`config.mk`:
```
export PLATFORM = sky130hd
export DESIGN_NAME = uart_rx_framer
export DESIGN_NICKNAME = d
export VERILOG_FILES = /design/src/rtl/uart_rx_framer.sv
export SDC_FILE = /design/constraint.sdc
export NUM_CORES = 1
export LEC_CHECK = 0
export CAP_MARGIN = 30
export CORE_MARGIN = 8
export CORE_UTILIZATION = 53
export CTS_CLUSTER_SIZE = 30
export DETAILED_ROUTE_END_ITERATION = 16
export DONT_BUFFER_PORTS = 1
export PLACE_DENSITY = 0.68
export REMOVE_ABC_BUFFERS = 1
export SYNTH_ARGS = -nofsm -noshare
export SYNTH_HDL_FRONTEND = slang
export SYNTH_SLANG_ARGS = --single-unit
```
`constraint.sdc`:
```
create_clock -name clk -period 3.85 [get_ports clk]
set_input_delay 0 -clock clk [delete_from_list [all_inputs] [get_ports clk]]
set_output_delay 0 -clock clk [all_outputs]
set_load 0.01 [all_outputs]
```
`src/rtl/uart_rx_framer.sv`:
```
// UART 8N1 receive framer driven by a 16x oversample clock and an external bit-sample counter.
// Latency: strobes appear the cycle after the stop bit's mid-sample (bsc_count==7).
// Backpressure: none; data_out/data_valid is a fire-and-forget strobe.
// Optional even-parity support (9-bit frames, parity_err output) when UART_RX_PARITY_EN is defined.
module uart_rx_framer (
    input  logic       clk,
    input  logic       rst,
    input  logic       rx_in,
    input  logic [3:0] bsc_count,
    output logic       bsc_en,
    output logic [7:0] data_out,
    output logic       data_valid,
    output logic       frame_err
`ifdef UART_RX_PARITY_EN
    ,
    output logic       parity_err
`endif
);

    typedef enum logic [2:0] {
        S_IDLE   = 3'd0,
        S_START  = 3'd1,
        S_DATA   = 3'd2,
        S_STOP   = 3'd3
`ifdef UART_RX_PARITY_EN
        ,
        S_PARITY = 3'd4
`endif
    } state_t;

    state_t     state;
    logic       rx_meta;
    logic       rx;
    logic [7:0] shift_reg;
    logic [2:0] bit_idx;
`ifdef UART_RX_PARITY_EN
    logic       parity_bit;
`endif

    // Two-flop synchronizer for the asynchronous serial line; idles high.
    always_ff @(posedge clk) begin
        if (rst) begin
            rx_meta <= 1'b1;
            rx      <= 1'b1;
        end else begin
            rx_meta <= rx_in;
            rx      <= rx_meta;
        end
    end

    // The sample counter runs whenever a frame is in progress.
    assign bsc_en = (state != S_IDLE);

    // Frame state machine: mid-bit sampling at count 7, bit advance at count 15.
    always_ff @(posedge clk) begin
        if (rst) begin
            state      <= S_IDLE;
            shift_reg  <= 8'h00;
            bit_idx    <= 3'd0;
            data_out   <= 8'h00;
            data_valid <= 1'b0;
            frame_err  <= 1'b0;
`ifdef UART_RX_PARITY_EN
            parity_bit <= 1'b0;
            parity_err <= 1'b0;
`endif
        end else begin
            data_valid <= 1'b0;
            frame_err  <= 1'b0;
`ifdef UART_RX_PARITY_EN
            parity_err <= 1'b0;
`endif
            case (state)
                S_IDLE: begin
                    if (!rx) begin
                        state <= S_START;
                    end
                end
                S_START: begin
                    // A line that is high again at mid-start-bit was a glitch.
                    if (bsc_count == 4'd7 && rx) begin
                        state <= S_IDLE;
                    end else if (bsc_count == 4'd15) begin
                        state   <= S_DATA;
                        bit_idx <= 3'd0;
                    end
                end
                S_DATA: begin
                    if (bsc_count == 4'd7) begin
                        shift_reg <= {rx, shift_reg[7:1]};
                    end else if (bsc_count == 4'd15) begin
                        if (bit_idx == 3'd7) begin
`ifdef UART_RX_PARITY_EN
                            state <= S_PARITY;
`else
                            state <= S_STOP;
`endif
                        end else begin
                            bit_idx <= bit_idx + 3'd1;
                        end
                    end
                end
`ifdef UART_RX_PARITY_EN
                S_PARITY: begin
                    if (bsc_count == 4'd7) begin
                        parity_bit <= rx;
                    end else if (bsc_count == 4'd15) begin
                        state <= S_STOP;
                    end
                end
`endif
                S_STOP: begin
                    // Leave at mid-stop so the counter is cleared before the next start edge.
                    if (bsc_count == 4'd7) begin
                        state <= S_IDLE;
                        if (rx) begin
                            data_out   <= shift_reg;
                            data_valid <= 1'b1;
                        end else begin
                            frame_err  <= 1'b1;
                        end
`ifdef UART_RX_PARITY_EN
                        parity_err <= (parity_bit != ^shift_reg);
`endif
                    end
                end
                default: begin
                    state <= S_IDLE;
                end
            endcase
        end
    end

endmodule
```
After elaboration in Yosys (flattened, before gate mapping). Index checks and enable logic that the tools add are counted.

Register bits after elaboration: 26. Output and inout port bits: 11. Word-level logic and storage cells: 51.

$add $sub $neg: 1. Eq/ne operators: 15. Multiplexer cells: 16. Bitwise operators: 2. Reduce and logical (&&, ||, !) cells: 9.

Operators with widths (count): $mux W3 (12); $ne A2 B2 Y1 const B (8); $pmux W3 S4 (1); $reduce_and A6 Y1 (2); $eq A3 B2 Y1 const B (2); $pmux W3 S2 (1); $eq A4 B3 Y1 const B (1); $eq A4 B4 Y1 const B (1); $add A3 B1 Y3 const B (1); $eq A3 B1 Y1 const B (1); $eq A3 B3 Y1 const B (1); $logic_not A3 Y1 (1); $ne A3 B3 Y1 const B (1); $reduce_and A3 Y1 (1); $reduce_bool A3 Y1 (1); $reduce_or A3 Y1 (1); $mux W1 (2); $not A1 Y1 (2); $reduce_and A2 Y1 (1); $reduce_bool A2 Y1 (1); $logic_and A1 B1 Y1 (1).

Longest topological paths before layout. Gate-level depths: netlist of the first run.

Depth in word-level cells: 5. Gate-level depth with buffers: 5. Gate-level depth less buffers: 5.

Least setup slack after synthesis of the first run. OpenSTA, ideal clock, no wires.

Kind: reg2reg. From: reg bit_idx[0]. To: reg bit_idx[1]. Library setup time: 117 ps. Arrival: 1257 ps. Path slack: 2476 ps. Cell stages (with the launch flop): 6. Path buffers: 0. Cells stage by stage: dfxtp_1 -> ha_1 -> ha_1 -> or3b_1 -> a21oi_1 -> o2bb2ai_1.

Word-level cells in the longest chain between the ends: 5.

RTL lines: start, declared (RTL line 35) `logic [2:0] bit_idx;`; start signal, assigned (RTL line 99) `bit_idx <= bit_idx + 3'd1;`; $add A3 B1 Y3 (RTL line 99); $mux W3 (RTL line 92) `if (bit_idx == 3'd7) begin`; $mux W3 (RTL line 91) `end else if (bsc_count == 4'd15) begin`; $mux W3 (RTL line 89) `if (bsc_count == 4'd7) begin`; $pmux W3 S2 (RTL line 73) `case (state)`.

Parallel ways exist; a longest one is shown, timed or not. The select of a mux whose other input is x is not followed. A chain may end at the register's enable or synchronous reset.

Worst setup path after layout of the first run.
From: reg state[1]. To: reg shift_reg[5].

Word-level cells in the longest chain between the ends: 2.

RTL lines: start, declared (RTL line 31) `state_t state;`; start signal, assigned (RTL line 57) `state <= S_IDLE;`; start signal, assigned (RTL line 76) `state <= S_START;`; start signal, assigned (RTL line 82) `state <= S_IDLE;`; $eq A3 B2 Y1 (RTL line 73); $reduce_and A2 Y1 (no source line); end signal, assigned (RTL line 90) `shift_reg <= {rx, shift_reg[7:1]};`; end, declared (RTL line 34) `logic [7:0] shift_reg;`.

No other way between the ends.

==> flow_metrics.tcl, run 1 <==
set metrics [dict create \
    setup_violations 0 \
    drt-wirelength-per-cell_um 15.2 \
    maxSlewViolCount 0 \
    clk_pin_slew_ns 0.13 \
    synthesis.area_mm2 0.00110 \
    post_cts.repair.setup_buffers 0 \
    cp.arrival_ns 2.14 \
    hpwlAfterDp_um 1450 \
    grt-ovfl-total 0 \
    required_ns 4.05 \
    synth.top_cell.area_share 0.454 \
    die_h_um 61.6 \
    insertion_delay_ns 0.32 \
    p_leak_nw 0.446 \
    clock_path_buffers 2 \
    drtPass1Iterations 4 \
    tns_ns 0 \
    path_class "register to register" \
    fin_crit_sh 0.504 \
    dieArea_mm2 0.00380 \
    vias_per_cell 5.88 \
    synth_cell_types 29 \
    synth-seq-area-share 0.454 \
    core_mm2 0.00196 \
    drive_gt1_frac 0.0847 \
    die_w_um 61.6 \
    grt_setup_unrepaired "false" \
    setup.worst_path.end_class "register" \
    cts_root_buf "clkbuf_4" \
    grt_max_degree 28 \
    drtIter0Drc 36 \
    status "finished, final reports clean" \
    synth_area_leaders "dfxtp_1 45%, mux2i_1 8.2%, nand2b_1 7.4%" \
    fmax_mhz 515 \
    initial_core_util 0.562 \
    clkSinkCount 25 \
    cts_tree "built" \
    io_pins 18 \
    fp-row-count 16 \
    cts.repair.resized 0 \
    grt_pass1_wl_um 3860 \
    fin_util 0.598 \
    nets 128 \
    hp-class "input pin to register" \
    fill_cells 195 \
    worst_pin_slew_ns 0.843 \
    cp-start-kind "register" \
    cap_violations 0 \
    seq_area_um2 500 \
    htreeDepth 1 \
    antenna_found_initial 0 \
    vias 853 \
    clock_skew_ns 0.0109 \
    area_delta_synth_final_pct 6.35 \
    power_density_mw_per_mm2 340 \
    antenna-diode-count 0 \
    ys_ff_latch 25 \
    yosysTopAreaCell "dfxtp_1" \
    ys_warn_count 0 \
    cts-buffers-inserted 3 \
    multi_input_area_um2 539 \
    routabilityCongestion 0.771 \
    cp_max_fo 13 \
    grt_usage 0.136 \
    finalHoldViolCount 0 \
    peakVddDrop_uv 272 \
    io_buffers 0 \
    antenna_left 0 \
    drt_wl_total_um 2200 \
    maxSlewHeadroom 0.436 \
    power_uw 399 \
    grt_pass1_vias 806 \
    layout_min_cycle_time_ns 1.94 \
    syn_inst 117 \
    syn_avg_cell_area_um2 9.43 \
    drcViolationCount 0 \
]
synth_stat cells, drive strengths merged:
| cell | n |
|---|---|
| a211oi | 1 |
| a21oi | 10 |
| a311oi | 1 |
| a31oi | 1 |
| and3b | 1 |
| and4 | 2 |
| buf | 8 |
| clkbuf | 2 |
| dfxtp | 25 |
| ha | 2 |
| inv | 1 |
| mux2i | 9 |
| nand2b | 13 |
| nand3 | 9 |
| nand3b | 1 |
| nand4 | 3 |
| nor2 | 6 |
| nor2b | 1 |
| nor3 | 3 |
| nor4b | 1 |
| o21ai | 8 |
| o2bb2ai | 2 |
| o32ai | 1 |
| or2 | 4 |
| or3 | 1 |
| or3b | 1 |
layout make-up:
type,count,area share
well taps,27,0.0288
repair buffers,7,0.0597
flip-flops and latches,25,0.426
multi-input cells,81,0.459
inverters,1,0.00320
clock buffers,4,0.0224
stage by stage:
step                cell area, um^2  hold slack, ns  setup slack (ns)  std cells
floorplan                      1040          0.0691              2.28        107
global placement               1080          0.0739              2.05        134
detailed placement             1080          0.0748              1.94        134
CTS                            1170         0.00333              1.90        145
global route                   1170          0.0303              1.72        145
finish                         1170          0.0201              1.91        145
layer usage:
layer | wire, um | up-vias | track usage
li1 | - | 419 | -
met1 | 940 | 394 | 0.172
met2 | 973 | 38 | 0.199
met3 | 269 | 2 | 0.0668
met4 | 13 | 0 | 0.0390
met5 | 0 | - | 0
cell families (layout without fill, tap and decap cells):
group | Yosys count | in the layout | share of synthesized area
adders and majority gates | 2 | 2 | 0.0227
DFF | 25 | 25 | 0.454
buffers and inverters | 11 | 12 | 0.0578
muxes | 9 | 9 | 0.0816
AOI/OAI and AO/OA | 24 | 24 | 0.126
and+or+nand+nor | 46 | 46 | 0.259
path summary, 6_finish.rpt:
kind,start,to,slack (ns),cells past startpoint
setup / recovery,state[1],shift_reg[5],1.91,3
hold / removal,bsc_count[1],state[0],0.02,3
setup reg to reg,state[1],shift_reg[5],1.91,3
hold reg to reg,rx_meta,rx,0.42,1
what timing repair did:
action                     in CTS  in global routing
setup endpoints to repair       0                  0
hold endpoints to repair       25                  0
hold buffers                    7                  0
worst max-delay path, stage by stage (launching register included):
cell and delay, ns:
dfxtp_1 0.56, nand4_1 0.46, or3_1 0.63, mux2i_1 0.17
where the power goes:
group / total (mW) / internal [mW] / switching, mW
clock network: 0.115 / 0.0405 / 0.0747
logic: 0.0203 / 0.0102 / 0.0101
registers: 0.263 / 0.260 / 0.00306
layout by cell type (no fill, tap or decap), types with 2 or more instances in the layout:
cell,count
nand2b_1,13
mux2i_1,9
dlygate4sd3_1,7
o2bb2ai_1,2
a21oi_1,10
dfxtp_1,25
and4_2,2
clkbuf_4,3
ha_1,2
o21ai_0,8
nand3_1,9
or2_2,3
nand4_1,3
nor3_1,2
nor2_1,6
No activity file was read; power rests on OpenSTA's default activity.
==> run 2: changes to the inputs <==
Settings changed: ABC_AREA set to 1, PLACE_DENSITY 0.68 to 0.71.
Clock period 3.85 ns to 1.6 ns, I/O delays scaled along.
==> flow_metrics.tcl, run 2 <==
set metrics [dict create \
    status "finished, final reports clean" \
    syn_avg_cell_area_um2 7.58 \
    synth_area_leaders "dfxtp_1 47%, nand2_1 9.5%, nor2_1 9.1%" \
    cp_max_fo 6 \
    p_clk_frac 0.179 \
    peakVddDrop_uv 670 \
    layout_min_cycle_time_ns 1.34 \
    hp-class "input pin to register" \
    synth-seq-area-share 0.468 \
    seq_power_share 0.475 \
    hpwlAfterDp_um 1440 \
    cts_root_buf "clkbuf_4" \
    final_cell_area_mm2 0.00116 \
    r2r-start "bit_idx[0]" \
    power_mw 1.56 \
    p_leak_nw 0.494 \
    r2r_end "bit_idx[1]" \
    grt_pass1_vias 846 \
    antenna_left 0 \
    synth_edf_count 0 \
    cts.repair.resized 0 \
    switchingPower_uw 585 \
    synth_cell_types 19 \
    setup.worst_path.end_class "register" \
    insertion_delay_ns 0.31 \
    grt_max_degree 16 \
    maxSlewViolCount 0 \
    mostFrequentLayoutCells "27 x nand2_1, 26 x nor2_1, 25 x dfxtp_1" \
    ys_top_cells_by_count "27 x nand2_1, 26 x nor2_1, 25 x dfxtp_1" \
    grt_usage 0.123 \
    tns_ns 0 \
    post_cts.repair.setup_buffers 0 \
    switching_share 0.375 \
    grt-ovfl-total 0 \
    io_pins 18 \
    postPlaceCellArea_mm2 0.00109 \
    nets 156 \
    clkSinkCount 25 \
    clock_path_buffers 2 \
    synth_most_common_cell "nand2_1" \
    clk_pin_slew_ns 0.13 \
    drtPass1Iterations 4 \
    fin_cells 173 \
    area_delta_synth_final_pct 8.43 \
    ys_ff_latch 25 \
    dp.cells 165 \
    antenna_found_initial 0 \
    grt_setup_unrepaired "false" \
    synthesis.area_mm2 0.00107 \
    antenna-diode-count 0 \
    power_density_mw_per_mm2 1350 \
    cts_tree "built" \
    path_class "register to register" \
    drcViolationCount 0 \
    worst_pin_slew_ns 0.473 \
    dieArea_mm2 0.00371 \
    holdWs_ns 0.0661 \
    clock_skew_ns 0.00358 \
    synth_ff_type "dfxtp_1" \
    vias_per_cell 5.14 \
    required_ns 1.86 \
    place_ws_ns 0.279 \
    drt-wirelength-per-cell_um 11.7 \
    die_h_um 60.9 \
    syn_inst 141 \
    htreeDepth 1 \
    fp-row-count 16 \
    fin_util 0.597 \
    core_mm2 0.00194 \
    cap_violations 0 \
    layout_commonest_cell "nand2_1" \
    drtIter0Drc 36 \
    maxSlewHeadroom 0.684 \
    fmax_mhz 747 \
    fin_crit_sh 0.837 \
    io_buffers 0 \
    grt_pass1_wl_um 3510 \
    p_int_uw 975 \
    drt_wl_total_um 2030 \
    synthArstFlopShare 0 \
    whs_path_depth 6 \
    die_w_um 60.9 \
    cp.arrival_ns 1.60 \
    hp-start "bsc_count[2]" \
    rr_worst_depth 9 \
    power.share.combinational 0.346 \
    routabilityCongestion 0.840 \
    ys_warn_count 0 \
    vias 890 \
    holdPathEnd "state[1]" \
    drive_gt1_frac 0.158 \
    r2r_setup_slack_ns 0.26 \
    synth.top_cell.area_share 0.468 \
    initial_core_util 0.550 \
    fin_ws_ns 0.261 \
    finalHoldViolCount 0 \
    setup_violations 0 \
    yosysTopAreaCell "dfxtp_1" \
    cp-start-kind "register" \
    cts-buffers-inserted 3 \
]
==> run 2: layout make-up <==
| class | count | area, um^2 |
|---|---|---|
| well taps | 27 | 33.8 |
| multi-input cells | 99 | 502 |
| flip-flops and latches | 25 | 500 |
| repair buffers | 4 | 40.0 |
| fillers | 183 | 783 |
| clock inverters | 1 | 7.51 |
| clock buffers | 3 | 22.5 |
| inverters | 14 | 52.6 |
==> run 2: metal layers <==
metal / GRT usage / share of wire
met2: 0.202 / 0.49
met1: 0.139 / 0.44
met4: 0.0498 / 0.011
met3: 0.0466 / 0.061
met5: 0 / 0
==> run 2: logic make-up (layout without fill, tap and decap cells) <==
group	Yosys count	after routing	share of synthesized area
adders and majority gates	2	2	0.0234
buffers and inverters	17	22	0.0621
and+or+nand+nor	76	76	0.341
AOI/OAI and AO/OA	21	21	0.105
DFF	25	25	0.468
==> run 2: critical path, cell delays in order (launching register included) <==
cell and delay, ns:
dfxtp_1 0.34, ha_1 0.19, ha_1 0.17, inv_1 0.05
nand3_1 0.08, nand2_1 0.11, nand3_4 0.11, nand2_1 0.08
nand2_1 0.05, nor2_1 0.10
==> run 2: power groups by stage <==
stage          logic (mW)  clock network [mW]  registers, mW
5_1_grt             0.627               0.317          0.752
3_3_place_gp        0.509                   0          0.754
2_1_floorplan       0.451                   0          0.742
6_report            0.539               0.280          0.742
4_1_cts             0.534               0.288          0.742
3_5_place_dp        0.519                   0          0.757
==> run 2: worst max-delay path by stage <==
stage / to / depth (start not counted) / from
final: bit_idx[1] / 9 / bit_idx[0]
after global routing: state[0] / 9 / bit_idx[1]
after CTS: bit_idx[1] / 9 / bit_idx[0]
after detailed placement: bit_idx[1] / 9 / bit_idx[0]
after global placement: bit_idx[1] / 8 / bit_idx[0]
after floorplan: bit_idx[0] / 8 / bit_idx[0]
==> run 2: what timing repair did <==
item / 4_1_cts / 5_1_grt
hold buffers: 4 / 0
setup endpoints to repair: 0 / 0
hold endpoints to repair: 19 / 0
==> run 3: changes to the inputs <==
Settings changed: PLACE_DENSITY 0.71 to 0.68.
Clock period 1.6 ns to 1.26 ns, I/O delays scaled along.
==> flow_metrics.tcl, run 3 (same netlist as run 2, synthesis figures left out) <==
set metrics [dict create \
    status "finished with violations" \
    violations "negative setup slack" \
    cts_tree "built" \
    fill_cells 170 \
    p_leak_nw 0.537 \
    hp-class "input pin to register" \
    grt-ovfl-total 0 \
    vias_per_cell 5.35 \
    htreeDepth 1 \
    cap_violations 0 \
    routabilityCongestion 0.915 \
    clkSinkCount 25 \
    drtPass1Iterations 4 \
    cts_root_buf "clkbuf_4" \
    peakVddDrop_uv 919 \
    layout_min_cycle_time_ns 1.29 \
    die_w_um 60.9 \
    grt_max_degree 14 \
    initial_core_util 0.550 \
    power_density_mw_per_mm2 1700 \
    fin_ws_ns -0.0301 \
    cp_top_family "simple AND/OR/NAND/NOR gates" \
    maxSlewViolCount 0 \
    setup_violations 2 \
    cts-buffers-inserted 3 \
    drcViolationCount 0 \
    grt_pass1_vias 960 \
    seq_power_share 0.443 \
    path_class "register to register" \
    drive_gt1_frac 0.260 \
    drt_wl_total_um 2480 \
    vias 969 \
    nets 164 \
    crit_buf_inv 1 \
    setup.worst_path.end_class "register" \
    cp_max_fo 2 \
    layout_commonest_cell "nand2_1" \
    r2r_setup_slack_ns -0.03 \
    cp-start-kind "register" \
    grt_setup_unrepaired "true" \
    io_buffers 0 \
    worstPathCellList "ha_4, ha_4, inv_4, nand3_4, nand2_2, nor2_4, nand3_2, nor2_1, nor2_1" \
    grt_usage 0.147 \
    fin_crit_sh 1.02 \
    mostFrequentLayoutCells "25 x nand2_1, 24 x nor2_1, 22 x dfxtp_1" \
    fp-row-count 16 \
    antenna-diode-count 0 \
    power_mw 2.20 \
    grt_pass1_wl_um 4040 \
    slowest_delay_ns 0.38 \
    die_h_um 60.9 \
    dieArea_mm2 0.00371 \
    clock_path_buffers 2 \
    required_ns 1.49 \
    worst_pin_slew_ns 0.380 \
    drt-wirelength-per-cell_um 13.7 \
    seq_area_um2 504 \
    cp.arrival_ns 1.52 \
    area_delta_synth_final_pct 21.3 \
    crit_slowest_cell "dfxtp_2" \
    core_mm2 0.00194 \
    multi_input_area_um2 567 \
    antenna_found_initial 0 \
    maxSlewHeadroom 0.746 \
    io_pins 18 \
    switching_share 0.392 \
    p_clk_frac 0.162 \
    switchingPower_uw 862 \
    finalHoldViolCount 0 \
    p_int_mw 1.34 \
    insertion_delay_ns 0.32 \
    clk_pin_slew_ns 0.13 \
    power.share.combinational 0.395 \
    hpwlAfterDp_um 1590 \
    drtIter0Drc 33 \
    clock_skew_ns 0.00153 \
    holdWs_ns 0.0549 \
    antenna_left 0 \
    fmax_mhz 775 \
]
-- run 3: power groups by stage --
stage	clock network (mW)	registers, mW	logic [mW]
after floorplan	0	0.943	0.573
after detailed placement	0	0.956	0.675
after global routing	0.395	0.980	0.990
after global placement	0	0.956	0.661
after CTS	0.364	0.965	0.762
final	0.357	0.974	0.869
-- run 3: tightest hold or removal path, delay by kind of cell --
kind | cells | cell delay [ns]
buffers and inverters | 1 | 0.06
AND/OR/NAND/NOR | 3 | 0.28
-- run 3: layout make-up --
class,instances,area share
Multi-Input combinational cell,99,0.437
Clock buffer,4,0.0203
Tap cell,27,0.0261
Timing Repair Buffer,12,0.0849
Sequential cell,25,0.389
Inverter,14,0.0425
-- run 3: path summary, 6_finish.rpt --
path	to	from	depth (start not counted)
setup reg to reg	state[1]	bit_idx[0]	9
hold reg to reg	rx	rx_meta	1
setup / recovery	state[1]	bit_idx[0]	9
hold / removal	frame_err	bsc_count[1]	4
-- run 3: per-layer routing --
layer / global-route usage / part of all wire / up-vias
met1: 0.146 / 0.37 / 436
met3: 0.0403 / 0.084 / 11
li1: - / - / 486
met5: 0 / 0 / -
met4: 0.0831 / 0.033 / 0
met2: 0.267 / 0.51 / 36
-- run 3: timing repair --
| item | CTS | global route |
|---|---|---|
| hold endpoints to repair | 18 | 1 |
| endpoints found under the setup margin | 5 | 7 |
| resized for setup | 11 | 8 |
| setup buffers | 0 | 2 |
| pin swaps | 3 | 9 |
| hold buffers | 8 | 1 |
-- run 3: metrics by stage --
| stage | TNS [ns] | std cells | util | setup slack (ns) | instance area [um^2] |
|---|---|---|---|---|---|
| floorplan | 0 | 138 | - | 0.0271 | 1050 |
| global placement | -0.0258 | 167 | 0.568 | -0.0111 | 1100 |
| detailed placement | -0.193 | 167 | 0.568 | -0.0601 | 1100 |
| CTS | 0 | 179 | 0.644 | 0.00257 | 1250 |
| global route | -0.450 | 181 | 0.668 | -0.102 | 1300 |
| finish | -0.0418 | 181 | 0.668 | -0.0301 | 1300 |
